==> src/rtl/proc_pkg.sv <==
// proc_pkg
//   Shared definitions for the 9-bit processor: opcode values, control-step
//   state encoding and the IR field positions (III[8:6] XXX[5:3] YYY[2:0]).
//   Imported by the control unit and the datapath.
package proc_pkg;

    // Opcodes carried in IR[III_HI:III_LO]; 100..111 are reserved (NOP)
    localparam logic [2:0] OP_MV  = 3'b000;
    localparam logic [2:0] OP_MVI = 3'b001;
    localparam logic [2:0] OP_ADD = 3'b010;
    localparam logic [2:0] OP_SUB = 3'b011;

    // IR field bit positions
    localparam int unsigned III_HI = 8;
    localparam int unsigned III_LO = 6;
    localparam int unsigned XXX_HI = 5;
    localparam int unsigned XXX_LO = 3;
    localparam int unsigned YYY_HI = 2;
    localparam int unsigned YYY_LO = 0;

    // Instruction time steps, 2-bit binary; every code is a legal state
    typedef enum logic [1:0] {
        T0 = 2'b00,
        T1 = 2'b01,
        T2 = 2'b10,
        T3 = 2'b11
    } state_t;

endpackage

==> src/rtl/dec3to8.sv <==
// dec3to8
//   3-bit binary to one-hot decoder used for the X and Y register fields.
// Ports
//   sel     in   3   register index
//   onehot  out  N   one-hot register select (bit sel set)
module dec3to8 #(
    parameter int unsigned N = 8
) (
    input  logic [2:0]   sel,
    output logic [N-1:0] onehot
);

    always_comb begin
        onehot      = '0;
        onehot[sel] = 1'b1;
    end

endmodule

==> src/rtl/proc_control_fsm.sv <==
// proc_control_fsm
//   Multi-cycle control unit for the 9-bit processor datapath. Holds the
//   instruction register and steps each instruction through T0..T3, driving
//   the bus-source selects and the register/A/G/IR load enables.
// Ports
//   Clock   in   1       rising-edge clock
//   Reset   in   1       synchronous, active-high; forces all outputs except IR to 0
//   Run     in   1       start request, sampled only in T0
//   DIN     in   DATA_W  instruction word in T0, immediate operand in T1 (mvi)
//   IR      out  DATA_W  instruction register
//   IRin    out  1       IR load strobe
//   Rout    out  NREGS   one-hot register bus-source select
//   Gout    out  1       G drives the bus
//   DINout  out  1       DIN drives the bus
//   Rin     out  NREGS   one-hot register write enable
//   Ain     out  1       A load enable
//   Gin     out  1       G load enable
//   AddSub  out  1       ALU op: 0 = A+bus, 1 = A-bus
//   Done    out  1       last cycle of the instruction
module proc_control_fsm
    import proc_pkg::*;
#(
    parameter int unsigned DATA_W = 9,
    parameter int unsigned NREGS  = 8
) (
    input  logic              Clock,
    input  logic              Reset,
    input  logic              Run,
    input  logic [DATA_W-1:0] DIN,
    output logic [DATA_W-1:0] IR,
    output logic              IRin,
    output logic [NREGS-1:0]  Rout,
    output logic              Gout,
    output logic              DINout,
    output logic [NREGS-1:0]  Rin,
    output logic              Ain,
    output logic              Gin,
    output logic              AddSub,
    output logic              Done
);

    state_t           state;
    state_t           state_next;
    logic [2:0]       opcode;
    logic [2:0]       x_sel;
    logic [2:0]       y_sel;
    logic [NREGS-1:0] x_onehot;
    logic [NREGS-1:0] y_onehot;

    assign opcode = IR[III_HI:III_LO];
    assign x_sel  = IR[XXX_HI:XXX_LO];
    assign y_sel  = IR[YYY_HI:YYY_LO];

    dec3to8 #(.N(NREGS)) u_dec_x (
        .sel    (x_sel),
        .onehot (x_onehot)
    );

    dec3to8 #(.N(NREGS)) u_dec_y (
        .sel    (y_sel),
        .onehot (y_onehot)
    );

    always_ff @(posedge Clock) begin
        if (Reset) begin
            state <= T0;
            IR    <= '0;
        end else begin
            state <= state_next;
            if (IRin) begin
                IR <= DIN;
            end
        end
    end

    always_comb begin
        state_next = state;
        IRin       = 1'b0;
        Rout       = '0;
        Gout       = 1'b0;
        DINout     = 1'b0;
        Rin        = '0;
        Ain        = 1'b0;
        Gin        = 1'b0;
        AddSub     = 1'b0;
        Done       = 1'b0;

        case (state)
            T0: begin
                if (Run) begin
                    IRin       = 1'b1;
                    state_next = T1;
                end
            end
            T1: begin
                case (opcode)
                    OP_MV: begin
                        Rout       = y_onehot;
                        Rin        = x_onehot;
                        Done       = 1'b1;
                        state_next = T0;
                    end
                    OP_MVI: begin
                        DINout     = 1'b1;
                        Rin        = x_onehot;
                        Done       = 1'b1;
                        state_next = T0;
                    end
                    OP_ADD, OP_SUB: begin
                        Rout       = x_onehot;
                        Ain        = 1'b1;
                        state_next = T2;
                    end
                    default: begin
                        // reserved opcodes complete immediately with no enables
                        Done       = 1'b1;
                        state_next = T0;
                    end
                endcase
            end
            T2: begin
                Rout       = y_onehot;
                Gin        = 1'b1;
                AddSub     = opcode[0];
                state_next = T3;
            end
            T3: begin
                Gout       = 1'b1;
                Rin        = x_onehot;
                Done       = 1'b1;
                state_next = T0;
            end
            default: state_next = T0;
        endcase

        // Reset masks every control output so an interrupted add/sub can
        // never reach its write-back step.
        if (Reset) begin
            IRin   = 1'b0;
            Rout   = '0;
            Gout   = 1'b0;
            DINout = 1'b0;
            Rin    = '0;
            Ain    = 1'b0;
            Gin    = 1'b0;
            AddSub = 1'b0;
            Done   = 1'b0;
        end
    end

endmodule
==> config.mk <==
export PLATFORM = sky130hd
export DESIGN_NAME = proc_control_fsm
export DESIGN_NICKNAME = d
export VERILOG_FILES = /design/src/rtl/proc_pkg.sv /design/src/rtl/dec3to8.sv /design/src/rtl/proc_control_fsm.sv
export SDC_FILE = /design/constraint.sdc
export NUM_CORES = 1
export LEC_CHECK = 0
export BUFFER_PORTS_ARGS = -buffer_cell sky130_fd_sc_hd__buf_2
export CORE_UTILIZATION = 39
export DETAILED_ROUTE_END_ITERATION = 16
export HOLD_SLACK_MARGIN = 0.1
export PLACE_DENSITY_LB_ADDON = 0.15
export SYNTH_ARGS = -nofsm -noshare
export SYNTH_HDL_FRONTEND = slang
export SYNTH_SLANG_ARGS = --single-unit
==> constraint.sdc <==
create_clock -name Clock -period 2.3 [get_ports Clock]
set_clock_uncertainty 0.05 [all_clocks]
set_input_delay 0.46 -clock Clock [delete_from_list [all_inputs] [get_ports Clock]]
set_output_delay 0.46 -clock Clock [all_outputs]
set_load 0.02 [all_outputs]
== Word level (Yosys, flattened, before mapping) ==
Cells that the tools add are included.

* Flip-flop bits (word level): 11
* Input bits: 12
* Output and inout bits: 32
* Logic and storage cells: 50

* $lt $le $gt $ge: 4
* Equality and inequality tests: 7
* Muxes and demuxes: 31
* Reductions and logical operators: 6

{| class="wikitable"
|+ Operators with widths
! kind !! number
|-
| 8-bit one-hot mux with 2 select lines || 3
|-
| 8-bit two-way mux || 3
|-
| 1-bit two-way mux || 19
|-
| 3-bit by 4-bit less-than comparator with 1-bit output (second input constant) || 2
|-
| 2-bit one-hot mux with 4 select lines || 1
|-
| 1-bit demux with 3-bit select || 2
|-
| 3-bit by 2-bit equality test with 1-bit output (second input constant) || 2
|-
| 3-bit by 1-bit greater-or-equal comparator with 1-bit output (second input constant) || 2
|-
| 2-bit equality test (second input constant) || 2
|-
| 2-bit two-way mux || 2
|-
| 2-bit OR reduction || 2
|-
| 3-bit by 1-bit equality test with 1-bit output (second input constant) || 1
|-
| 3-bit logical NOT || 1
|-
| 2-bit by 1-bit equality test with 1-bit output (second input constant) || 1
|-
| 1-bit logical AND || 2
|-
| 2-bit logical NOT || 1
|-
| 2-bit inequality test (second input constant) || 1
|-
| 1-bit one-hot mux with 2 select lines || 1
|}

== Longest topological paths before layout ==
Gate-level depths: netlist of the first run.

* Word-level depth: 7
* Gate-level depth with buffers: 6
* Gate-level depth less buffers: 5

== Modules after synthesis ==
From an unflattened synthesis of the first run, not the netlist that was laid out.

* Cells, all modules: 123
* Area, all modules: 888.4 um^2

{| class="wikitable"
|+ By module, submodules not included
! module !! times used !! cells an instance !! area an instance (um^2) !! sequential area each (um^2)
|-
| proc_control_fsm || 1 || 107 || 758.2 || 220.2
|-
| dec3to8 || 2 || 8 || 65.1 || 0.0
|}

== Worst setup path after synthesis of the first run ==
No wires, ideal clock.

* Path type: flip-flop to output port
* Start point: reg state[0]
* End point: out Rout[2]
* Data arrival time: 1,757 ps
* Data required time: 1,790 ps
* Slack: 33 ps
* Cell stages (with the launch flop): 6
* Path buffers: 0
* Cells stage by stage: dfxtp_1 inv_1 ha_1 nor2b_1 nand3b_1 o32ai_1

* Word-level cells in the longest chain between the ends: 3
* Elaborated cells on any way between the ends: 4
* Classes of those cells: eq/ne: 2; mux: 2

{| class="wikitable"
|+ Ends and longest elaborated chain
! what !! RTL line !! RTL
|-
| start, declared || proc_control_fsm.sv:42 || <nowiki>state_t state;</nowiki>
|-
| start signal, assigned || proc_control_fsm.sv:69 || <nowiki>state <= state_next;</nowiki>
|-
| 2-bit equality test or 2-bit by 1-bit equality test with 1-bit output (tied branches) || proc_control_fsm.sv:88 || <nowiki>case (state)</nowiki>
|-
| 8-bit one-hot mux with 2 select lines * || proc_control_fsm.sv:88 ||
|-
| 8-bit two-way mux * || proc_control_fsm.sv:138 || <nowiki>if (Reset) begin</nowiki>
|-
| end, declared || proc_control_fsm.sv:32 || <nowiki>output logic [NREGS-1:0] Rout,</nowiki>
|}

Every way passes the cells marked *; elsewhere a longest branch is shown, timed or not.

==> results of run 1 <==
[per-layer routing]
layer / vias to the layer above / share of wire (%)
met3: 4 / 5.1
met1: 406 / 46
met2: 34 / 47
met4: 0 / 1.7
li1: 462 / -
met5: - / 0
[power breakdown]
part / total, W / internal (W) / leakage [nW] / switching (W)
combinational: 0.000160 / 0.0000702 / 0.433 / 0.0000899
clock: 0.000126 / 0.0000670 / 0.0150 / 0.0000589
sequential: 0.000229 / 0.000204 / 0.0913 / 0.0000251
total: 0.000515 / 0.000341 / 0.540 / 0.000174
[area by class of cell]
| class | count | area, sq um |
|---|---|---|
| fillers | 169 | 664 |
| multi-input cells | 86 | 604 |
| repair buffers | 47 | 255 |
| flip-flops and latches | 11 | 225 |
| well taps | 25 | 31.3 |
| clock buffers | 4 | 26.3 |
| inverters | 3 | 13.8 |
[cells in the final DEF, fill, tap and decap left out, drive strengths merged]
master  netlist  layout
buf           1      47
a21oi        11      11
nor3          4       4
a211oi        1       1
or2           1       1
clkbuf        3       4
and3          2       2
and2          1       1
or3           2       2
dfxtp        11      11
or2b          2       2
nand3b        3       3
o211ai        1       1
a21o          1       1
nor2b         3       3
ha            5       5
o21ai         2       2
o32ai         4       4
nor2         10      10
inv           3       3
nor4b         1       1
nand3         3       3
nand2        20      20
and3b         1       1
nor3b         1       1
nand2b        3       3
o22ai         4       4
[repair_timing]
item / CTS / global route
pin swaps: 0 / 1
hold buffers: 0 / 0
resized for setup: 11 / 10
buffers inserted: 0 / 3
setup endpoints to repair: 12 / 16
[registers in the layout (all words and copies together), names as in the netlist, named ones only]
signal  cells
IR          9
state       1
[metrics by stage]
stage               total power [W]  util, %  hold WS, ps  cell area, sq um
floorplan                  0.000324        -          453               791
global placement           0.000363     56.1          444              1020
detailed placement         0.000366     56.1          457              1020
CTS                        0.000504     59.3          373              1080
global route               0.000550     63.5          376              1160
finish                     0.000515     63.5          383              1160
[critical path: cells and delay by family (launching register included)]
kind | cells | cell delay, ps
AOI/OAI and AO/OA | 1 | 210
and+or+nand+nor | 2 | 390
buffers and inverters | 2 | 260
DFF | 1 | 350
adders and majority gates | 1 | 290
[cells by family after synthesis]
family                   after synthesis  share of synthesized area, %
AO/OA/AOI/OAI                         24                          20.4
adder cells (fa/ha/maj)                5                          7.91
AND/OR/NAND/NOR                       57                          39.4
flip-flops                            11                          27.8
buffers and inverters                  7                          4.43
[how the worst max path moves through the flow]
stage	from	to	slack, ps	cells past startpoint
6_report	flip-flop	Rout[0]	40	6
3_5_place_dp	state[0]	Rout[2]	50	6
5_1_grt	flip-flop	Rout[2]	-40	6
3_3_place_gp	state[0]	Rout[2]	140	6
2_1_floorplan	state[0]	Rout[2]	30	5
4_1_cts	flip-flop	Rin[3]	-5	6
==> reports/qor.yml, run 1 <==
status: "finished, final reports clean"
cts_root_buf: "clkbuf_4"
worstHoldPathType: "primary input to flip-flop"
grt_max_degree: 18
ff2ff_setup_slack_ps: 1060
path_cells: "inv_2 -> ha_4 -> nand2b_4 -> or3_4 -> o32ai_2 -> buf_4"
antenna_cells: 0
syn_to_final_growth_pct: 46.2
start_kind: "flip-flop"
r2r_cells: 5
dieArea_sq_um: 2210
grtUsageMet1_pct: 25.1
synth_ff_type: "dfxtp_1"
ios: 44
slew_headroom_pct: 70.2
postRouteAntennaNets: 0
slew_viol_final: 0
grt_use_met3_pct: 1.15
yosysUniqueCellTypes: 33
yosysSeqAreaShare_pct: 27.8
min_path_cells: 3
layout.nets: 169
io_buffers: 43
dr.pass1.iters: 4
hold_viol_final: 0
path_class: "flip-flop to output pin"
cts_buffers: 3
slowest_delay_ps: 350
tritoncts: "done"
fin_crit_ps: 2260
fin_ws_ps: 37.3
synth_area_sq_um: 791
crit_arrival_ps: 1750
drt_iter0_drc: 13
dp_slack_ps: 45.7
cellLeakagePower_nw: 0.540
rows: 15
drv_cap: 0
core_sq_um: 1820
drcViolationCount: 0
yosysMostFrequentCell: "nand2_1"
syn-mean-instance-area_sq_um: 7.60
synth_area_leader_cell: "dfxtp_1"
finalSetupViolations: 0
hold_path_end: "IR[1]"
fin_setup_tns_ps: 0
wl_microns: 2130
num_vias: 906
cpMaxStageDelayCell: "dfxtp_2"
busiest_layer: "met2"
clk_path_buf_depth: 2
antenna_found_initial: 0
synth.top_cells.by_area: "dfxtp_1 (28%), nand2_1 (9.5%), ha_1 (7.9%)"
vias_per_cell: 5.15
fmax_mhz: 442
grtUsageTotal_pct: 19.7
rsz0062_at_grt: "true"
post-dp-hpwl_microns: 1590
synthCells: 104
ir_drop_v: 0.000348
min_from: "DIN[1]"
place.gp.congestion: 0.819
die_h_microns: 47.0
start_util_pct: 43.4
wl_per_cell_microns: 12.1
first_global_vias: 705
synth_commonest_cells: "nand2_1 (20), a21oi_1 (11), dfxtp_1 (11), nor2_1 (10), ha_1 (5)"
post-route-period-util_pct: 98.4
ys_async_sr_fraction_pct: 0
synth_top_area_share_pct: 27.8
drive_gt1_share_pct: 47.0
gr-total-overflow: 0
fin_cells: 176
worstMarginPinSlew_ps: 442
crit_required_ps: 1790
grt_pass1_wl_microns: 3070
path_max_fanout: 4
clock_sinks: 11
power.density_nw_per_um2: 446
rr_endpoint: "IR[2]"
yosysWarnings: 0
die_w_microns: 47.0
postSynthNetCount: 121
clk_latency_ps: 260
h-tree-depth: 1
synth_edf_count: 0
cp-end-kind: "output pin"
ys_ff_latch: 11
grt_use_met2_pct: 32.5
path_clk_slew_ps: 70
place_inst: 169
Power figures use the tool's default switching activity.
==> run 2, diff against run 1 <==
BUFFER_PORTS_ARGS = -buffer_cell sky130_fd_sc_hd__clkbuf_2   (was -buffer_cell sky130_fd_sc_hd__buf_2)
CORE_UTILIZATION = 30   (was 39)
==> reports/qor.yml, run 2 (same netlist as run 1, synthesis figures left out) <==
rsz0062_at_grt: "true"  # unchanged
crit_arrival_ps: 1770  # was 1750 ps
drive_gt1_share_pct: 45.3  # was 47.0%
dr.pass1.iters: 4  # unchanged
slew_viol_final: 0  # unchanged
p_switching_w: 0.000178  # was 0.000174 W
finalSetupViolations: 0  # unchanged
final_common_cell: "clkbuf_2"  # was buf_2
crit_required_ps: 1790  # about the same
worstHoldPathType: "primary input to flip-flop"  # unchanged
fin_setup_tns_ps: 0  # unchanged
min_from: "DIN[5]"  # was DIN[1]
core_sq_um: 2480  # was 1820 sq um
wl_microns: 2330  # was 2130 microns
grtUsageTotal_pct: 17.1  # was 19.7%
antenna_found_initial: 0  # unchanged
final_util_pct: 46.5  # was 63.5%
largest_reg_flops: 9  # unchanged
r2r_cells: 5  # unchanged
hold_path_end: "IR[5]"  # was IR[1]
path_class: "flip-flop to output pin"  # unchanged
slew_headroom_pct: 70.2  # about the same
ff2ff_setup_slack_ps: 1050  # was 1060 ps
postRouteAntennaNets: 0  # unchanged
ir_drop_v: 0.000350  # was 0.000348 V
cts_buffers: 3  # unchanged
tritoncts: "done"  # unchanged
min_path_cells: 3  # unchanged
dieArea_sq_um: 2850  # was 2210 sq um
path_max_fanout: 4  # unchanged
power.share.clock_pct: 24.7  # was 24.4%
syn_to_final_growth_pct: 45.6  # was 46.2%
fmax_mhz: 439  # was 442 MHz
path_clk_slew_ps: 70  # about the same
ios: 44  # unchanged
fill_cells: 283  # was 169
stdcell_area_sq_um: 1150  # was 1160 sq um
power.density_nw_per_um2: 449  # was 446 nW/um^2
hold_ws_ps: 365  # was 383 ps
power_frac_comb_pct: 30.9  # was 31.1%
gr-total-overflow: 0  # unchanged
clock_sinks: 11  # unchanged
start_util_pct: 31.9  # was 43.4%
drv_cap: 0  # unchanged
die_h_microns: 53.3  # was 47.0 microns
first_global_vias: 793  # was 705
layout.nets: 168  # was 169
rr_endpoint: "IR[0]"  # was IR[2]
post-route-period-util_pct: 99.0  # was 98.4%
drcViolationCount: 0  # unchanged
clk_path_buf_depth: 2  # unchanged
place_inst: 174  # was 169
worstMarginPinSlew_ps: 442  # about the same
cp-end-kind: "output pin"  # unchanged
top_regs: "IR (9), state (1)"  # unchanged
antenna_cells: 0  # unchanged
num_vias: 886  # was 906
vias_per_cell: 4.92  # was 5.15
hold_viol_final: 0  # unchanged
status: "finished, final reports clean"  # unchanged
p_int_w: 0.000339  # was 0.000341 W
io_buffers: 43  # unchanged
r2r_start: "state[0]"
largest-register: "IR"  # unchanged
power_frac_seq_pct: 44.4  # was 44.5%
switching_share_pct: 34.4  # was 33.7%
place_area_sq_um: 1030  # was 1020 sq um
place.gp.congestion: 0.734  # was 0.819
start_kind: "flip-flop"  # unchanged
grt_max_degree: 18  # unchanged
post-dp-hpwl_microns: 1780  # was 1590 microns
fin_cells: 180  # was 176
final_cell_mix: "clkbuf_2 (36), nand2_1 (20), a21oi_1 (11), nor2_1 (10), dfxtp_1 (9)"  # was buf_2 (39), nand2_1 (20), a21oi_1 (11), dfxtp_1 (9), nor2_1 (9)
rows: 18  # was 15
cts_root_buf: "clkbuf_4"  # unchanged
clk_latency_ps: 260  # about the same
grt_pass1_wl_microns: 3530  # was 3070 microns
cellLeakagePower_nw: 0.519  # was 0.540 nW
wl_per_cell_microns: 12.9  # was 12.1 microns
fin_crit_ps: 2280  # was 2260 ps
die_w_microns: 53.3  # was 47.0 microns
drt_iter0_drc: 8  # was 13
h-tree-depth: 1  # unchanged
startpoint: "state[0]"
## run 2: what timing repair did
item / in CTS / in global routing
hold buffers: 0 / 0
setup buffers: 2 / 0
setup endpoints to repair: 16 / 7
gates resized for setup: 16 / 12
## run 2: how the worst max path moves through the flow
stage	endpoint	cells past startpoint
2_1_floorplan	Rout[2]	5
3_3_place_gp	Rout[2]	6
3_5_place_dp	Rout[6]	6
4_1_cts	Rout[0]	6
5_1_grt	Rout[0]	6
6_report	Rout[0]	6
## run 2: metal layers
layer	GRT usage, %	vias up	wire (microns)
li1	-	456	-
met1	22.4	395	1070
met2	28.3	33	1110
met3	1.15	2	129
met4	7.46	0	13
met5	0	-	0
## run 2: final cells by class
| class | count | area (sq um) | share of cell area, % |
|---|---|---|---|
| flip-flops and latches | 11 | 225 | 19.6 |
| well taps | 30 | 37.5 | 3.26 |
| multi-input cells | 86 | 596 | 51.7 |
| clock buffers | 4 | 26.3 | 2.28 |
| repair buffers | 46 | 250 | 21.7 |
| inverters | 3 | 16.3 | 1.41 |
## run 2: critical path, stage by stage, from the launching register on
cell	delay [ps]
dfxtp_4	390
inv_4	60
ha_4	270
nand2b_4	50
or3_4	340
o32ai_2	220
buf_4	180
## run 2: power by group through the flow
stage	clock (W)	combinational, W	sequential, W
after floorplan	0	0.0000879	0.000236
after global placement	0	0.000137	0.000229
after detailed placement	0	0.000140	0.000230
after CTS	0.000131	0.000158	0.000229
after global routing	0.000139	0.000176	0.000232
final	0.000128	0.000160	0.000229
## run 2: stage by stage
step / power, W / worst slack, ps
6_report: 0.000517 / 22.1
5_1_grt: 0.000547 / -18.0
3_3_place_gp: 0.000366 / 102
3_5_place_dp: 0.000370 / 39.4
4_1_cts: 0.000518 / 5.29
2_1_floorplan: 0.000324 / 32.8
==> run 3, diff against run 2 <==
ABC_AREA = 1   (was not set)
==> reports/qor.yml, run 3 <==
status: "finished, final reports clean"  # unchanged
drive_gt1_share_pct: 33.7  # was 45.3%
power.density_nw_per_um2: 682  # was 449 nW/um^2
synth.top_cells.by_area: "dfxtp_1 (26%), nor2_1 (13%), inv_1 (9.3%)"  # was dfxtp_1 (28%), nand2_1 (9.5%), ha_1 (7.9%)
path_max_fanout: 4  # unchanged
yosysUniqueCellTypes: 17  # was 33
dp_slack_ps: 342  # was 39.4 ps
ir_drop_v: 0.000425  # was 0.000350 V
grt_max_degree: 19  # was 18
dr.pass1.iters: 4  # unchanged
grt_pass1_wl_microns: 4170  # was 3530 microns
fin_setup_tns_ps: 0  # unchanged
path_cells: "ha_4 -> nand3_1 -> or2_0 -> a21oi_1 -> clkbuf_2"  # was inv_4 -> ha_4 -> nand2b_4 -> or3_4 -> o32ai_2 -> buf_4
clk_path_buf_depth: 2  # unchanged
ys_async_sr_fraction_pct: 0  # unchanged
antenna_found_initial: 0  # unchanged
tritoncts: "done"  # unchanged
wl_microns: 2430  # was 2330 microns
drv_cap: 0  # unchanged
fin_cells: 214  # was 180
ff2ff_setup_slack_ps: 790  # was 1050 ps
start_kind: "flip-flop"  # unchanged
vias_per_cell: 4.71  # was 4.92
crit_required_ps: 1790  # about the same
slowest_delay_ps: 430  # was 390 ps
crit_arrival_ps: 1630  # was 1770 ps
gr-total-overflow: 0  # unchanged
die_h_microns: 55.3  # was 53.3 microns
yosysSeqAreaShare_pct: 25.9  # was 27.8%
synthCells: 138  # was 104
start_util_pct: 33.1  # was 31.9%
grtUsageTotal_pct: 16.6  # was 17.1%
synth_area_sq_um: 851  # was 791 sq um
cp_top_family: "flip-flops"  # unchanged
rr_endpoint: "IR[8]"  # was IR[0]
cpMaxStageDelayCell: "dfxtp_1"  # was dfxtp_4
path_clk_slew_ps: 80  # was 70 ps
largest-register: "IR"  # unchanged
wl_per_cell_microns: 11.3  # was 12.9 microns
hold_ws_ps: 399  # was 365 ps
slew_headroom_pct: 81.0  # was 70.2%
hold_viol_final: 0  # unchanged
r2r_cells: 6  # was 5
cts_root_buf: "clkbuf_4"  # unchanged
synth_ff_type: "dfxtp_1"  # unchanged
final_cell_mix: "clkbuf_2 (39), nor2_1 (29), inv_1 (20), nand2_1 (15)"  # was clkbuf_2 (36), nand2_1 (20), a21oi_1 (11), nor2_1 (10), dfxtp_1 (9)
hold_path_end: "IR[0]"  # was IR[5]
layout.nets: 202  # was 168
synth_commonest_cells: "nor2_1 (29), inv_1 (21), nand2_1 (16)"  # was nand2_1 (20), a21oi_1 (11), dfxtp_1 (11), nor2_1 (10), ha_1 (5)
synth_area_leader_cell: "dfxtp_1"  # unchanged
core_sq_um: 2570  # was 2480 sq um
min_path_cells: 3  # unchanged
finalSetupViolations: 0  # unchanged
path_class: "flip-flop to output pin"  # unchanged
top_regs: "IR (9), state (1)"  # unchanged
synth_top_area_share_pct: 25.9  # was 27.8%
min_from: "DIN[0]"  # was DIN[5]
ios: 44  # unchanged
syn_to_final_growth_pct: 34.9  # was 45.6%
die_w_microns: 55.3  # was 53.3 microns
cts_buffers: 3  # unchanged
cp-end-kind: "output pin"  # unchanged
largest_reg_flops: 9  # unchanged
h-tree-depth: 1  # unchanged
ctsHoldBuffers: 0  # unchanged
yosysWarnings: 0  # unchanged
post-route-period-util_pct: 93.1  # was 99.0%
dieArea_sq_um: 3050  # was 2850 sq um
synth_edf_count: 0  # unchanged
drcViolationCount: 0  # unchanged
fin_crit_ps: 2140  # was 2280 ps
io_buffers: 43  # unchanged
antenna_cells: 0  # unchanged
crit_buf_inv: 1  # was 2
syn-mean-instance-area_sq_um: 6.17  # was 7.60 sq um
num_vias: 1009  # was 886
yosysMostFrequentCell: "nor2_1"  # was nand2_1
postRouteAntennaNets: 0  # unchanged
place.gp.congestion: 0.813  # was 0.734
drt_iter0_drc: 27  # was 8
rows: 18  # unchanged
final_common_cell: "clkbuf_2"  # unchanged
first_global_vias: 962  # was 793
fin_ws_ps: 159  # was 22.1 ps
cellLeakagePower_nw: 0.572  # was 0.519 nW
clock_sinks: 11  # unchanged
worstHoldPathType: "primary input to flip-flop"  # unchanged
clk_latency_ps: 270  # was 260 ps
slew_viol_final: 0  # unchanged
worstMarginPinSlew_ps: 283  # was 442 ps
postSynthNetCount: 155  # was 121
fmax_mhz: 467  # was 439 MHz
place_inst: 210  # was 174
rsz0062_at_grt: "false"  # was true
post-dp-hpwl_microns: 1980  # was 1780 microns
ys_ff_latch: 11  # unchanged
r2r_start: "state[0]"  # unchanged
run 3: worst reg2reg max path: stages, from the launching register on:
cell and delay [ps]:
dfxtp_1 430, inv_1 130, ha_1 260, nand2_2 90
buf_4 220, nor2_1 60, a211oi_1 190
run 3: worst max path at each step:
stage / start / end / slack, ps / cells past startpoint
after CTS: flip-flop / Rout[6] / 30 / 6
after floorplan: Reset / Rin[7] / 410 / 6
after detailed placement: flip-flop / Rout[6] / 340 / 6
after global routing: state[0] / Rout[2] / 30 / 8
after global placement: flip-flop / Rout[6] / 450 / 6
final: state[0] / Rout[6] / 160 / 5
run 3: power by group:
part	switching, W	total, W	internal (W)
sequential	0.0000463	0.000271	0.000224
combinational	0.000252	0.000375	0.000122
clock	0.0000704	0.000137	0.0000670
total	0.000369	0.000783	0.000414
run 3: routing by layer:
layer	wire, microns	GRT usage, %
met5	0	0
met4	14	5.36
met3	119	2.58
met2	1130	27.7
met1	1160	21.9
run 3: cell type report:
cell class	instances	area, sq um
Clock buffer	4	26.3
Fill cell	292	1420
Inverter	26	97.6
Multi-Input combinational cell	98	533
Sequential cell	11	220
Tap cell	30	37.5
Timing Repair Buffer	45	233
run 3: through the flow:
stage	instance area, sq um	total power [W]	utilization, %
floorplan	851	0.000526	-
global placement	1100	0.000629	43.0
detailed placement	1100	0.000636	43.0
CTS	1130	0.000775	44.0
global route	1150	0.000855	44.7
finish	1150	0.000783	44.7
run 3: logic make-up after synthesis:
family | after synthesis | share of synthesized area [%]
AO/OA/AOI/OAI | 20 | 15.7
AND/OR/NAND/NOR | 73 | 37.8
buffers and inverters | 29 | 13.2
flip-flops | 11 | 25.9
adder cells (fa/ha/maj) | 5 | 7.35
run 3: what timing repair did:
item | CTS | global route
endpoints found under the setup margin | 0 | 9
buffers inserted | 0 | 0
hold endpoints to repair | 0 | 0
gates resized for setup | 0 | 9
